$ cat src/rtl/mem_arbiter_if.sv
// Pipeline-to-SRAM port bundle for the instruction/data arbiter.
// master = pipeline + SRAM side, slave = arbiter.
interface mem_arbiter_if #(
  parameter int ADDR_W = 32
);
  logic              ice;
  logic [ADDR_W-1:0] iaddr;
  logic              dce;
  logic [ADDR_W-1:0] daddr;
  logic [3:0]        dwe;
  logic [31:0]       din;
  logic              flush;
  logic [31:0]       sram_rdata;

  logic              sram_en;
  logic [3:0]        sram_we;
  logic [ADDR_W-1:0] sram_addr;
  logic [31:0]       sram_wdata;
  logic [31:0]       inst;
  logic              inst_valid;
  logic [31:0]       dout;
  logic              dout_valid;
  logic              stallreq_if;

  modport master (
    output ice, iaddr, dce, daddr,
    output dwe, din, flush, sram_rdata,
    input  sram_en, sram_we, sram_addr,
    input  sram_wdata, inst, inst_valid,
    input  dout, dout_valid, stallreq_if
  );

  modport slave (
    input  ice, iaddr, dce, daddr,
    input  dwe, din, flush, sram_rdata,
    output sram_en, sram_we, sram_addr,
    output sram_wdata, inst, inst_valid,
    output dout, dout_valid, stallreq_if
  );
endinterface

$ cat src/rtl/mem_arbiter.sv
// Single-port SRAM arbiter: data has priority, fetch is forced
// through after STARVE_LIMIT consecutive data wins.
module mem_arbiter #(
  parameter int STARVE_LIMIT = 4,
  parameter int ADDR_W       = 32
) (
  input  logic          cpu_clk_50M,
  input  logic          cpu_rst,
  mem_arbiter_if.slave  bus
);

  typedef enum logic [1:0] {
    IDLE,
    IRESP,
    DRESP
  } state_t;

  localparam logic [2:0] LIMIT = 3'(STARVE_LIMIT);
  localparam logic [ADDR_W-1:0] ADDR_Z = '0;

  state_t     state;
  logic [2:0] starve_cnt;
  logic       forced;
  logic       fetch_gnt;
  logic       data_gnt;
  logic       data_rd;

  always_comb begin
    forced    = bus.ice && (starve_cnt == LIMIT);
    fetch_gnt = !cpu_rst && bus.ice
              && (!bus.dce || forced);
    data_gnt  = !cpu_rst && bus.dce
              && !fetch_gnt;
    data_rd   = data_gnt && (bus.dwe == 4'b0000);
  end

  always_comb begin
    bus.sram_en    = fetch_gnt || data_gnt;
    bus.sram_we    = 4'b0000;
    bus.sram_addr  = ADDR_Z;
    bus.sram_wdata = 32'h0;
    unique case (1'b1)
      fetch_gnt: begin
        bus.sram_addr  = bus.iaddr;
        bus.sram_wdata = bus.din;
      end
      data_gnt: begin
        bus.sram_we    = bus.dwe;
        bus.sram_addr  = bus.daddr;
        bus.sram_wdata = bus.din;
      end
      default: ;
    endcase
  end

  assign bus.stallreq_if = !cpu_rst && bus.ice
                         && !fetch_gnt;

  // Responses follow the state, so reset clears them at once.
  always_comb begin
    bus.inst       = 32'h0;
    bus.inst_valid = 1'b0;
    bus.dout       = 32'h0;
    bus.dout_valid = 1'b0;
    unique case (state)
      IRESP: begin
        bus.inst       = bus.sram_rdata;
        bus.inst_valid = !bus.flush;
      end
      DRESP: begin
        bus.dout       = bus.sram_rdata;
        bus.dout_valid = 1'b1;
      end
      default: ;
    endcase
  end

  always_ff @(posedge cpu_clk_50M or posedge cpu_rst) begin
    if (cpu_rst) begin
      state      <= IDLE;
      starve_cnt <= 3'd0;
    end else begin
      unique case (1'b1)
        fetch_gnt: state <= IRESP;
        data_rd:   state <= DRESP;
        default:   state <= IDLE;
      endcase
      if (fetch_gnt || !bus.ice)
        starve_cnt <= 3'd0;
      else if (data_gnt && starve_cnt != LIMIT)
        starve_cnt <= starve_cnt + 3'd1;
    end
  end

endmodule

$ cat src/flat_wrapper.sv
// flat-port wrapper written by rule: the top's interface ports become plain ports
module mem_arbiter_flat 
#(
  parameter int STARVE_LIMIT = 4,
  parameter int ADDR_W       = 32
)
  (cpu_clk_50M, cpu_rst, bus_ice, bus_iaddr, bus_dce, bus_daddr, bus_dwe, bus_din, bus_flush, bus_sram_rdata, bus_sram_en, bus_sram_we, bus_sram_addr, bus_sram_wdata, bus_inst, bus_inst_valid, bus_dout, bus_dout_valid, bus_stallreq_if);
  mem_arbiter_if #(.ADDR_W(ADDR_W)) bus_i ();
  input  logic cpu_clk_50M;
  input  logic cpu_rst;
  input wire logic [$bits(bus_i.ice)-1:0] bus_ice;
  input wire logic [$bits(bus_i.iaddr)-1:0] bus_iaddr;
  input wire logic [$bits(bus_i.dce)-1:0] bus_dce;
  input wire logic [$bits(bus_i.daddr)-1:0] bus_daddr;
  input wire logic [$bits(bus_i.dwe)-1:0] bus_dwe;
  input wire logic [$bits(bus_i.din)-1:0] bus_din;
  input wire logic [$bits(bus_i.flush)-1:0] bus_flush;
  input wire logic [$bits(bus_i.sram_rdata)-1:0] bus_sram_rdata;
  output wire logic [$bits(bus_i.sram_en)-1:0] bus_sram_en;
  output wire logic [$bits(bus_i.sram_we)-1:0] bus_sram_we;
  output wire logic [$bits(bus_i.sram_addr)-1:0] bus_sram_addr;
  output wire logic [$bits(bus_i.sram_wdata)-1:0] bus_sram_wdata;
  output wire logic [$bits(bus_i.inst)-1:0] bus_inst;
  output wire logic [$bits(bus_i.inst_valid)-1:0] bus_inst_valid;
  output wire logic [$bits(bus_i.dout)-1:0] bus_dout;
  output wire logic [$bits(bus_i.dout_valid)-1:0] bus_dout_valid;
  output wire logic [$bits(bus_i.stallreq_if)-1:0] bus_stallreq_if;
  assign bus_i.ice = bus_ice;
  assign bus_i.iaddr = bus_iaddr;
  assign bus_i.dce = bus_dce;
  assign bus_i.daddr = bus_daddr;
  assign bus_i.dwe = bus_dwe;
  assign bus_i.din = bus_din;
  assign bus_i.flush = bus_flush;
  assign bus_i.sram_rdata = bus_sram_rdata;
  assign bus_sram_en = bus_i.sram_en;
  assign bus_sram_we = bus_i.sram_we;
  assign bus_sram_addr = bus_i.sram_addr;
  assign bus_sram_wdata = bus_i.sram_wdata;
  assign bus_inst = bus_i.inst;
  assign bus_inst_valid = bus_i.inst_valid;
  assign bus_dout = bus_i.dout;
  assign bus_dout_valid = bus_i.dout_valid;
  assign bus_stallreq_if = bus_i.stallreq_if;
  mem_arbiter #(.STARVE_LIMIT(STARVE_LIMIT), .ADDR_W(ADDR_W)) u_core (.cpu_clk_50M(cpu_clk_50M), .cpu_rst(cpu_rst), .bus(bus_i));
endmodule
$ cat config.mk
export PLATFORM = sky130hd
export DESIGN_NAME = mem_arbiter_flat
export DESIGN_NICKNAME = d
export VERILOG_FILES = /design/src/rtl/mem_arbiter_if.sv /design/src/rtl/mem_arbiter.sv /design/src/flat_wrapper.sv
export SDC_FILE = /design/constraint.sdc
export NUM_CORES = 1
export LEC_CHECK = 0
export CAP_MARGIN = 0
export CELL_PAD_IN_SITES_DETAIL_PLACEMENT = 1
export CELL_PAD_IN_SITES_GLOBAL_PLACEMENT = 1
export CORE_MARGIN = 10
export CORE_UTILIZATION = 11
export DETAILED_ROUTE_END_ITERATION = 10
export PLACE_DENSITY_LB_ADDON = 0.12
export SLEW_MARGIN = 20
export SYNTH_ARGS = -nofsm -noshare
export SYNTH_HDL_FRONTEND = slang
export SYNTH_SLANG_ARGS = --single-unit
$ cat constraint.sdc
create_clock -name cpu_clk_50M -period 2.8 [get_ports cpu_clk_50M]
set_input_delay 0.42 -clock cpu_clk_50M [delete_from_list [all_inputs] [get_ports cpu_clk_50M]]
set_output_delay 0.42 -clock cpu_clk_50M [all_outputs]
set_load 0.05 [all_outputs]
* Word level (Yosys, flattened, before mapping) *
Index checks and enable logic that the tools add are counted.

cells by class
  equal/unequal tests = 4
  multiplexer cells = 10
  $add $sub $neg = 1
  reduce and logical (&&, ||, !) cells = 19

operators with widths
  cell                                                  number
  2-to-1 mux 32 bit                                     3
  case mux 32 bit (2 select lines)                      1
  logical AND 1 bit                                     8
  2-to-1 mux 3 bit                                      2
  logical NOT 1 bit                                     5
  logical NOT 4 bit                                     1
  2-to-1 mux 4 bit                                      1
  case mux 2 bit (2 select lines)                       1
  adder 3 x 1 -> 3 bit (second input constant)          1
  equality test 3 bit (second input constant)           1
  logical OR 1 bit                                      3
  != test 3 bit (second input constant)                 1
  equality test 2 x 1 -> 1 bit (second input constant)  1
  equality test 2 bit (second input constant)           1
  2-to-1 mux 1 bit                                      2
  nonzero test 2 bit                                    1
  OR reduction 2 bit                                    1

storage, ports and cells
  register bits after elaboration = 5
  word-level logic and storage cells = 36
  bits of input ports = 137
  output and inout bits = 136

* Depth between registers and ports, before layout *
Gate-level depths: netlist of run 1.

  depth in word-level cells = 9
  mapped depth = 7
  gate-level depth less buffers = 6

* Least setup slack after synthesis of run 1 *
Ideal clock, no wire load.

  kind = flip-flop to output port
  start = register u_core.state[0]
  end = output port bus_dout[22]
  buffers on the path = 1
  path slack = 688 ps
  cell stages (with the launch flop) = 4
  required time = 2380 ps
  data arrival time = 1692 ps
  path through = dfrtp_1 nor2b_1 clkbuf_1 and2_1

on the way
  word-level cells in the longest chain between the ends = 2

RTL lines
  what                    line                source
  start, declared         mem_arbiter.sv:21   state_t state;
  start signal, assigned  mem_arbiter.sv:80   state <= IDLE;
  start signal, assigned  mem_arbiter.sv:84   fetch_gnt: state <= IRESP;
  start signal, assigned  mem_arbiter.sv:85   data_rd: state <= DRESP;
  equality test 2 bit     mem_arbiter.sv:65   unique case (state)
  2-to-1 mux 32 bit       mem_arbiter.sv:65
  end, declared           flat_wrapper.sv:25  output wire logic [$bits(bus_i.dout)-1:0] bus_dout;

No other way between the ends.

* Worst setup path after layout of run 1 *
  start = input port bus_ice
  end = output port bus_sram_addr[9]

on the way
  word-level cells in the longest chain between the ends = 6
  elaborated cells on any way between the ends = 7
  those cells by class = mux: 1; reduce/logical: 6

RTL lines
  what                                  line                source
  start, declared                       flat_wrapper.sv:11  input wire logic [$bits(bus_i.ice)-1:0] bus_ice;
  logical AND 1 bit                     mem_arbiter.sv:29   forced = bus.ice && (starve_cnt == LIMIT);
  logical OR 1 bit                      mem_arbiter.sv:31   && (!bus.dce || forced);
  logical AND 1 bit (*)                 mem_arbiter.sv:31
  logical NOT 1 bit                     mem_arbiter.sv:33   && !fetch_gnt;
  logical AND 1 bit                     mem_arbiter.sv:33
  case mux 32 bit (2 select lines) (*)  mem_arbiter.sv:42   unique case (1'b1)
  end, declared                         flat_wrapper.sv:21  output wire logic [$bits(bus_i.sram_addr)-1:0] bus_sram_addr;

Mark *: on every way between the ends. The rest lies on a longest branch, timed or not.

==> results.toml, run 1 <==
[route]
drt_iter0_drc = 73
drc_errors = 0
viasPerCell = 3.962
final_antenna_net_count = 0
wl_per_cell_um = 19.25
routed-via-count = 2318
drt_wl_total_mm = 11.26
drtPass1Iterations = 4

[hold_path]
hold_path_class = "reg -> reg"

[pwr]
seq_power_share = 0.066
peakVddDrop_v = 0.0001285
sw_frac_of_total = 0.3917
power_leakage_nw = 2.107
internal-power_uw = 703.6
switching_power_uw = 453.1
clkPwrFrac = 0.203
pwr-share-comb = 0.732
cellPowerDensity_nw_per_um2 = 243.5

[clock_network]
post_cts_buffers = 0
cts.htree.levels = 1
clk_latency_ns = 0.23
clock_sinks = 5
cts_buffers = 3
cts_max_path_buffers = 2
cts_tree = "done"
ctsHoldBuffers = 0
cts_resized = 0
root_buffer = "clkbuf_16"
clk_transition_reported_paths_ns = 0.03

[setup_path]
arrival_ns = 2.03
critPathMaxFanout = 33
crit_path_end_kind = "output port"
worst_setup_path_start_kind = "input port"
criticalPathCategory = "in -> out"
crit_required_ns = 2.38

[sta]
fin_ws_ns = 0.3547
fmax_mhz = 409.0
hold_violations = 0
finalSetupViolations = 0
worstMarginPinSlew_ns = 0.3667
final.setup.tns_ns = 0
skew_ns = 0.0003826
slew_headroom = 0.7555
drv_slew = 0
finalCritPeriodShare = 0.8733
min_period_ns = 2.445
rsz0062_at_grt = "false"

[run]
drv_cap = 0

[yosys]
synth_fa_ha_area_frac = 0.01918
ys_seq_area_frac = 0.09588
synth_cell_type_count = 19
syn_inst = 177
synth_mux_area_frac = 0
yosys_warnings = 0
ys_seq_elements = 5
synth-compound-area-share = 0.2359
synth.largest_area_cell = "and2_1"
synthXorXnorAreaFrac = 0.006711
synth_top_family_by_area = "simple AND/OR/NAND/NOR gates"
synth_top_area_frac = 0.4842
synthSimpleGateAreaFrac = 0.5436
syn-cell-area_um2 = 1305
synth_area_leaders = "and2_1 48%, a22o_1 21%, dfrtp_1 9.6%"
synthesis.nets = 316
syn_avg_cell_area_um2 = 7.373

[global_route]
gr-total-overflow = 0
first_global_vias = 2498
grt_use_total = 0.1231
grt_antenna_before_repair = 0
grt_max_degree = 38
grt_pass1_wl_mm = 15.85

[cells_and_area]
layout_commonest_cell = "clkdlybuf4s50_1"
area_growth_pct = 264.0
final_cell_mix = "136 x clkdlybuf4s50_1, 101 x and2_1, 71 x buf_4"
fin_util = 0.4124
num_antenna_cells = 0
nets = 582
drive_above_1_share = 0.3348

[floorplanning]
die_w_um = 128.9
core_um2 = 11520
ios = 273
dieHeight_um = 128.9
start_util = 0.1133
std_cell_rows = 39
die-area_um2 = 16620

[place]
place.gp.congestion = 0.7367
pre_cts_slack_ns = 0.3599
io_buffers = 272
place_hpwl_mm = 10.19

[outcome]
status = "completed"
==> worst paths after layout <==
| kind | slack (ns) | start | endpoint | cells past startpoint |
|---|---|---|---|---|
| setup / recovery | 0.35 | bus_ice | bus_sram_addr[9] | 5 |
| hold / removal | 0.52 | u_core.starve_cnt[0] | u_core.starve_cnt[0] | 1 |
| setup reg to reg | 1.37 | u_core.starve_cnt[0] | u_core.state[0] | 5 |
| hold reg to reg | 0.52 | u_core.starve_cnt[0] | u_core.starve_cnt[0] | 1 |
| max in group asynchronous | 2.04 | cpu_rst | u_core.starve_cnt[0] | 2 |
| min in group asynchronous | 0.61 | cpu_rst | u_core.starve_cnt[2] | 2 |
==> cells in the mapped netlist <==
cell type  instances
a21boi_1           1
a22o_1            32
a32o_1             1
and2_1           101
and3_1             1
buf_2              1
buf_6              7
clkbuf_1           8
dfrtp_1            5
ha_1               2
inv_1              3
inv_2              1
nand3_1            4
nor2_1             2
nor2b_1            3
nor3b_4            1
nor4_1             1
o21ai_0            2
xnor2_1            1
==> state kept, by name (all words and copies together), names as in the netlist <==
| register | flops |
|---|---|
| u_core.state | 2 |
| u_core.starve_cnt | 3 |
==> metrics by stage <==
step	instance area, µm²	hold slack, ns	cells	power, mW
after detailed placement	4671	0.5255	581	0.9334
after floorplan	1305	0.1786	177	0.4284
final	4750	0.5246	585	1.157
after global routing	4750	0.5529	585	1.206
after global placement	4671	0.5124	581	0.9265
after CTS	4750	0.5315	585	1.175
==> metal layers <==
layer / wire length (µm) / track usage
met5: 0 / 0
met4: 191 / 0.03880
met3: 1692 / 0.07310
met2: 5566 / 0.2169
met1: 3812 / 0.1183
==> area by class of cell <==
class | count | area [µm²]
Fill cell | 1291 | 6766
Timing Repair Buffer | 277 | 3296
Multi-Input combinational cell | 152 | 1056
Tap cell | 143 | 178.9
Sequential cell | 5 | 125.1
Clock buffer | 4 | 78.83
Inverter | 4 | 15.01
==> kinds of logic (layout without fill, tap and decap cells) <==
kind of cell / count (synthesis) / after routing
compound gates: 36 / 36
xor+xnor: 1 / 1
fa+ha+maj: 2 / 2
buf+inv: 20 / 285
flops: 5 / 5
simple gates: 113 / 113
==> power by group through the flow <==
stage	Clock (mW)	Combinational [mW]	Sequential, mW
finish	0.234	0.846	0.0762
global route	0.247	0.883	0.0766
detailed placement	0	0.856	0.0771
global placement	0	0.849	0.0770
floorplan	0	0.352	0.0766
CTS	0.241	0.858	0.0762
==> critical path, cell delays in order <==
cell             delay, ns
clkdlybuf4s50_1       0.60
nor3b_4               0.22
buf_4                 0.36
a22o_1                0.26
buf_12                0.15
Note: power is estimated with default switching activity, not from simulation.
==> inputs of run 2 (changes only) <==
--- a/config.mk
+++ b/config.mk
@@ -7,9 +7,9 @@
 export LEC_CHECK = 0
 export CAP_MARGIN = 0
 export CELL_PAD_IN_SITES_DETAIL_PLACEMENT = 1
-export CELL_PAD_IN_SITES_GLOBAL_PLACEMENT = 1
+export CELL_PAD_IN_SITES_GLOBAL_PLACEMENT = 2
 export CORE_MARGIN = 10
-export CORE_UTILIZATION = 11
+export CORE_UTILIZATION = 10
 export DETAILED_ROUTE_END_ITERATION = 10
 export PLACE_DENSITY_LB_ADDON = 0.12
 export SLEW_MARGIN = 20
==> constraint.sdc (replaced) <==
create_clock -name cpu_clk_50M -period 2.6 [get_ports cpu_clk_50M]
set_input_delay 0.39 -clock cpu_clk_50M [delete_from_list [all_inputs] [get_ports cpu_clk_50M]]
set_output_delay 0.39 -clock cpu_clk_50M [all_outputs]
set_load 0.05 [all_outputs]
==> run 2 against run 1 <==
Global-route usage is 0.36 points lower. Critical path depth stayed put. Core utilization is 3.0 points higher. Sequential share of layout area is 0.41 points lower. Clock skew is 0.0015 ns higher. Via count is 1.6% higher. Hold slack better by 0.026 ns. Non-clock buffer count is 2 higher. Total power is 13% higher. Cell count is 5.3% higher.
==> results.toml, run 2 (same netlist as run 1, synthesis figures left out) <==
[outcome]
status = "completed"

[sta]
final.setup.tns_ns = 0
worstMarginPinSlew_ns = 0.3686
min_period_ns = 2.411
skew_ns = 0.001910
drv_slew = 0
slew_headroom = 0.7543
hold_violations = 0
rsz0062_at_grt = "false"
finalSetupViolations = 0
fin_ws_ns = 0.1888
fmax_mhz = 414.7
finalCritPeriodShare = 0.9274

[setup_path]
critPathMaxFanout = 33
cpMaxStageDelayCell = "clkdlybuf4s50_1"
r2r_end = "u_core.starve_cnt[1]"
criticalPathCategory = "in -> out"
cpPeakStageDelay_ns = 0.60
crit_path_cell_trace = "clkdlybuf4s50_1, nor3b_4, buf_4, a22o_1, buf_12"
rr_worst_depth = 6
crit_required_ns = 2.21
ff2ff_setup_slack_ns = 1.14
reg2reg_from = "u_core.starve_cnt[0]"
arrival_ns = 2.02
worst_setup_path_start_kind = "input port"
crit_path_end_kind = "output port"

[route]
drt_wl_total_mm = 11.72
viasPerCell = 3.823
final_antenna_net_count = 0
drtPass1Iterations = 4
wl_per_cell_um = 19.03
drt_iter0_drc = 48
routed-via-count = 2355
drc_errors = 0

[pwr]
clkPwrFrac = 0.195
seq_power_share = 0.063
peakVddDrop_v = 0.0001429
sw_frac_of_total = 0.3846
pwr-share-comb = 0.742
power_leakage_nw = 2.302
internal-power_uw = 802.0
cellPowerDensity_nw_per_um2 = 231.6
switching_power_uw = 501.2
p_total_mw = 1.303

[cells_and_area]
nets = 584
num_antenna_cells = 0
area_growth_pct = 331.2
nFillCells = 1383
reg_top3 = "u_core.starve_cnt: 3 flops, u_core.state: 2 flops"
regMostFlops = "u_core.starve_cnt"
largest_reg_flops = 3
fin_util = 0.4423
final-seq-area_um2 = 125.1
multi_input_area_um2 = 1056
drive_above_1_share = 0.3378
final_cell_mix = "136 x clkdlybuf4s50_1, 136 x buf_12, 101 x and2_1"

[hold_path]
min_from = "u_core.starve_cnt[0]"
hold-path-endpoint = "u_core.starve_cnt[0]"
hold_path_class = "reg -> reg"
worstHoldPathCells = 1

[floorplanning]
start_util = 0.1026
std_cell_rows = 41
die-area_um2 = 18020
dieHeight_um = 134.2
core_um2 = 12720
die_w_um = 134.2
ios = 273

[clock_network]
cts_max_path_buffers = 2
post_cts_buffers = 0
root_buffer = "clkbuf_16"
clock_sinks = 5
clk_transition_reported_paths_ns = 0.03
cts_tree = "done"
ctsHoldBuffers = 0
cts_resized = 0
cts.htree.levels = 1
cts_buffers = 3
clk_latency_ns = 0.23

[place]
pre_cts_slack_ns = 0.1568
place.gp.congestion = 0.7708
place_hpwl_mm = 10.57
io_buffers = 272

[global_route]
first_global_vias = 2535
grt_antenna_before_repair = 0
grt_use_total = 0.1194
gr-total-overflow = 0
grt_pass1_wl_mm = 16.64
grt_max_degree = 38

[run]
drv_cap = 0
## run 2: worst max-delay path by stage
stage               startpoint           endpoint  slack (ns)  cells after the start
6_report               bus_ice  bus_sram_addr[10]        0.19                      5
5_1_grt                bus_ice  bus_sram_addr[19]        0.09                      5
3_3_place_gp           bus_ice  bus_sram_addr[10]        0.22                      5
2_1_floorplan  u_core.state[0]       bus_dout[22]        0.52                      3
4_1_cts                bus_ice  bus_sram_addr[10]        0.16                      5
3_5_place_dp           bus_ice  bus_sram_addr[10]        0.16                      5
## run 2: final cells by class
| type | instances | share of cell area |
|---|---|---|
| flip-flops and latches | 5 | 0.02224 |
| inverters | 4 | 0.002668 |
| well taps | 172 | 0.03825 |
| clock buffers | 4 | 0.01401 |
| multi-input cells | 152 | 0.1877 |
| repair buffers | 279 | 0.7352 |
## run 2: per-layer routing
layer	routed length, µm	vias up	part of all wire	global-route usage
met5	0	-	0	0
met4	94	0	0.0080	0.02539
met3	1468	5	0.13	0.06124
met2	5941	159	0.51	0.2132
met1	4217	1064	0.36	0.1217
li1	-	1127	-	-
## run 2: worst max-delay path, delay by kind of cell
kind,cells,cell delay [ns]
compound gates,1,0.28
buf+inv,3,1.11
simple gates,1,0.22
## run 2: through the flow
| stage | hold slack, ns | instances | cell area, µm² |
|---|---|---|---|
| global route | 0.5923 | 616 | 5627 |
| CTS | 0.5554 | 616 | 5627 |
| global placement | 0.5221 | 612 | 5548 |
| finish | 0.5505 | 616 | 5627 |
| floorplan | 0.1486 | 177 | 1305 |
| detailed placement | 0.5308 | 612 | 5548 |
## run 2: power by group through the flow
| stage | combinational, mW | sequential (mW) | clock [mW] |
|---|---|---|---|
| global placement | 0.970 | 0.0830 | 0 |
| finish | 0.967 | 0.0822 | 0.254 |
| CTS | 0.980 | 0.0822 | 0.260 |
| floorplan | 0.379 | 0.0824 | 0 |
| global route | 1.01 | 0.0826 | 0.264 |
| detailed placement | 0.978 | 0.0830 | 0 |
==> inputs of run 3 (changes only) <==
--- a/config.mk
+++ b/config.mk
@@ -11,7 +11,7 @@
 export CORE_MARGIN = 10
 export CORE_UTILIZATION = 10
 export DETAILED_ROUTE_END_ITERATION = 10
-export PLACE_DENSITY_LB_ADDON = 0.12
+export PLACE_DENSITY_LB_ADDON = 0.1
 export SLEW_MARGIN = 20
 export SYNTH_ARGS = -nofsm -noshare
 export SYNTH_HDL_FRONTEND = slang
==> run 3 against run 2 <==
Routed wire length shrank 2.2%. Sequential share of layout area is essentially flat. Total power shrank 0.79%. First-iteration DRC count shrank 6.3%. Hold slack lost 0.0010 ns. Cell area shrank 0.22%. Die area is the same. Clock power shrank 2%. Non-clock buffer count is the same. Maximum frequency grew 1.1%. Largest power group unchanged.
==> results.toml, run 3 (same netlist as run 1, synthesis figures left out) <==
[setup_path]
reg2reg_from = "u_core.starve_cnt[0]"
worst_setup_path_start_kind = "input port"
criticalPathCategory = "in -> out"
crit_path_end_kind = "output port"
crit_start = "bus_ice"
crit_required_ns = 2.21
critPathMaxFanout = 33
rr_worst_depth = 6
arrival_ns = 1.99

[floorplanning]
dieHeight_um = 134.2
start_util = 0.1026
core_um2 = 12720
die-area_um2 = 18020
ios = 273
die_w_um = 134.2
std_cell_rows = 41

[global_route]
grt_pass1_wl_mm = 16.60
grt_antenna_before_repair = 0
first_global_vias = 2473
grt_max_degree = 38
gr-total-overflow = 0
grt_use_total = 0.1175

[cells_and_area]
stdcell_count = 616
regMostFlops = "u_core.starve_cnt"
reg_top3 = "u_core.starve_cnt: 3 flops, u_core.state: 2 flops"
area_growth_pct = 330.2
final_cell_mix = "136 x clkdlybuf4s50_1, 135 x buf_12, 101 x and2_1"
drive_above_1_share = 0.3378
largest_reg_flops = 3
num_antenna_cells = 0
layout_commonest_cell = "clkdlybuf4s50_1"
nets = 584

[outcome]
status = "completed"

[place]
place_hpwl_mm = 10.28
place.gp.congestion = 0.7349
placed_cells = 612
io_buffers = 272

[sta]
finalSetupViolations = 0
skew_ns = 0.0004262
worstMarginPinSlew_ns = 0.4025
drv_slew = 0
min_period_ns = 2.385
fmax_mhz = 419.4
rsz0062_at_grt = "false"
slew_headroom = 0.7317
final.setup.tns_ns = 0
hold_violations = 0
finalCritPeriodShare = 0.9172

[route]
wl_met2_mm = 5.800
viasPerCell = 3.774
drtPass1Iterations = 4
drc_errors = 0
drt_wl_total_mm = 11.46
met1Wirelength_mm = 4.184
final_antenna_net_count = 0
wl_met3_mm = 1.375
routed-via-count = 2325
wl_per_cell_um = 18.61
drt_iter0_drc = 45
top_layer_used = "met4"

[clock_network]
cts_resized = 0
post_cts_buffers = 0
cts_tree = "done"
root_buffer = "clkbuf_16"
cts_buffers = 3
cts_max_path_buffers = 2
clock_sinks = 5
ctsHoldBuffers = 0
cts.htree.levels = 1
clk_transition_reported_paths_ns = 0.03
clk_latency_ns = 0.23

[pwr]
peakVddDrop_v = 0.0002010
cellPowerDensity_nw_per_um2 = 230.3
p_total_mw = 1.293
power_leakage_nw = 2.298

[hold_path]
worstHoldPathCells = 1
min_from = "u_core.starve_cnt[0]"
hold_path_class = "reg -> reg"

[run]
drv_cap = 0
## run 3: cell type report
type / instances / area [µm²]
Inverter: 4 / 15.01
Clock buffer: 4 / 78.83
Timing Repair Buffer: 279 / 4124
Fill cell: 1385 / 7108
Multi-Input combinational cell: 152 / 1056
Tap cell: 172 / 215.2
Sequential cell: 5 / 125.1
## run 3: report_power, final
part | switching (mW) | leakage [nW] | internal [mW]
Sequential | 0.00170 | 0.0686 | 0.0804
Combinational | 0.444 | 2.19 | 0.516
Clock | 0.0472 | 0.0382 | 0.203
Total | 0.493 | 2.30 | 0.800
## run 3: final timing paths
kind                       slack (ns)              endpoint
min in group asynchronous        0.66  u_core.starve_cnt[0]
max reg2reg                      1.05       u_core.state[1]
max in group asynchronous        1.83       u_core.state[0]
max                              0.22     bus_sram_addr[18]
min                              0.55  u_core.starve_cnt[0]
min reg2reg                      0.55  u_core.starve_cnt[0]
## run 3: stage by stage
| step | util | hold slack, ns | setup slack, ns | instance area, µm² |
|---|---|---|---|---|
| 2_1_floorplan | - | 0.1486 | 0.5184 | 1305 |
| 3_3_place_gp | 0.4351 | 0.5177 | 0.2077 | 5535 |
| 3_5_place_dp | 0.4351 | 0.5464 | 0.1978 | 5535 |
| 4_1_cts | 0.4413 | 0.5533 | 0.1948 | 5614 |
| 5_1_grt | 0.4413 | 0.5801 | 0.08612 | 5614 |
| 6_report | 0.4413 | 0.5494 | 0.2154 | 5614 |
## run 3: worst max-delay path, cell delays in order
cell and delay, ns:
clkdlybuf4s50_1 0.60, nor3b_4 0.22, buf_4 0.36, a22o_1 0.26, buf_12 0.15
## run 3: layer usage
metal  GRT usage  vias to the layer above
li1            -                     1129
met1      0.1231                     1045
met2      0.2082                      145
met3     0.06236                        6
met4     0.01511                        0
met5           0                        -
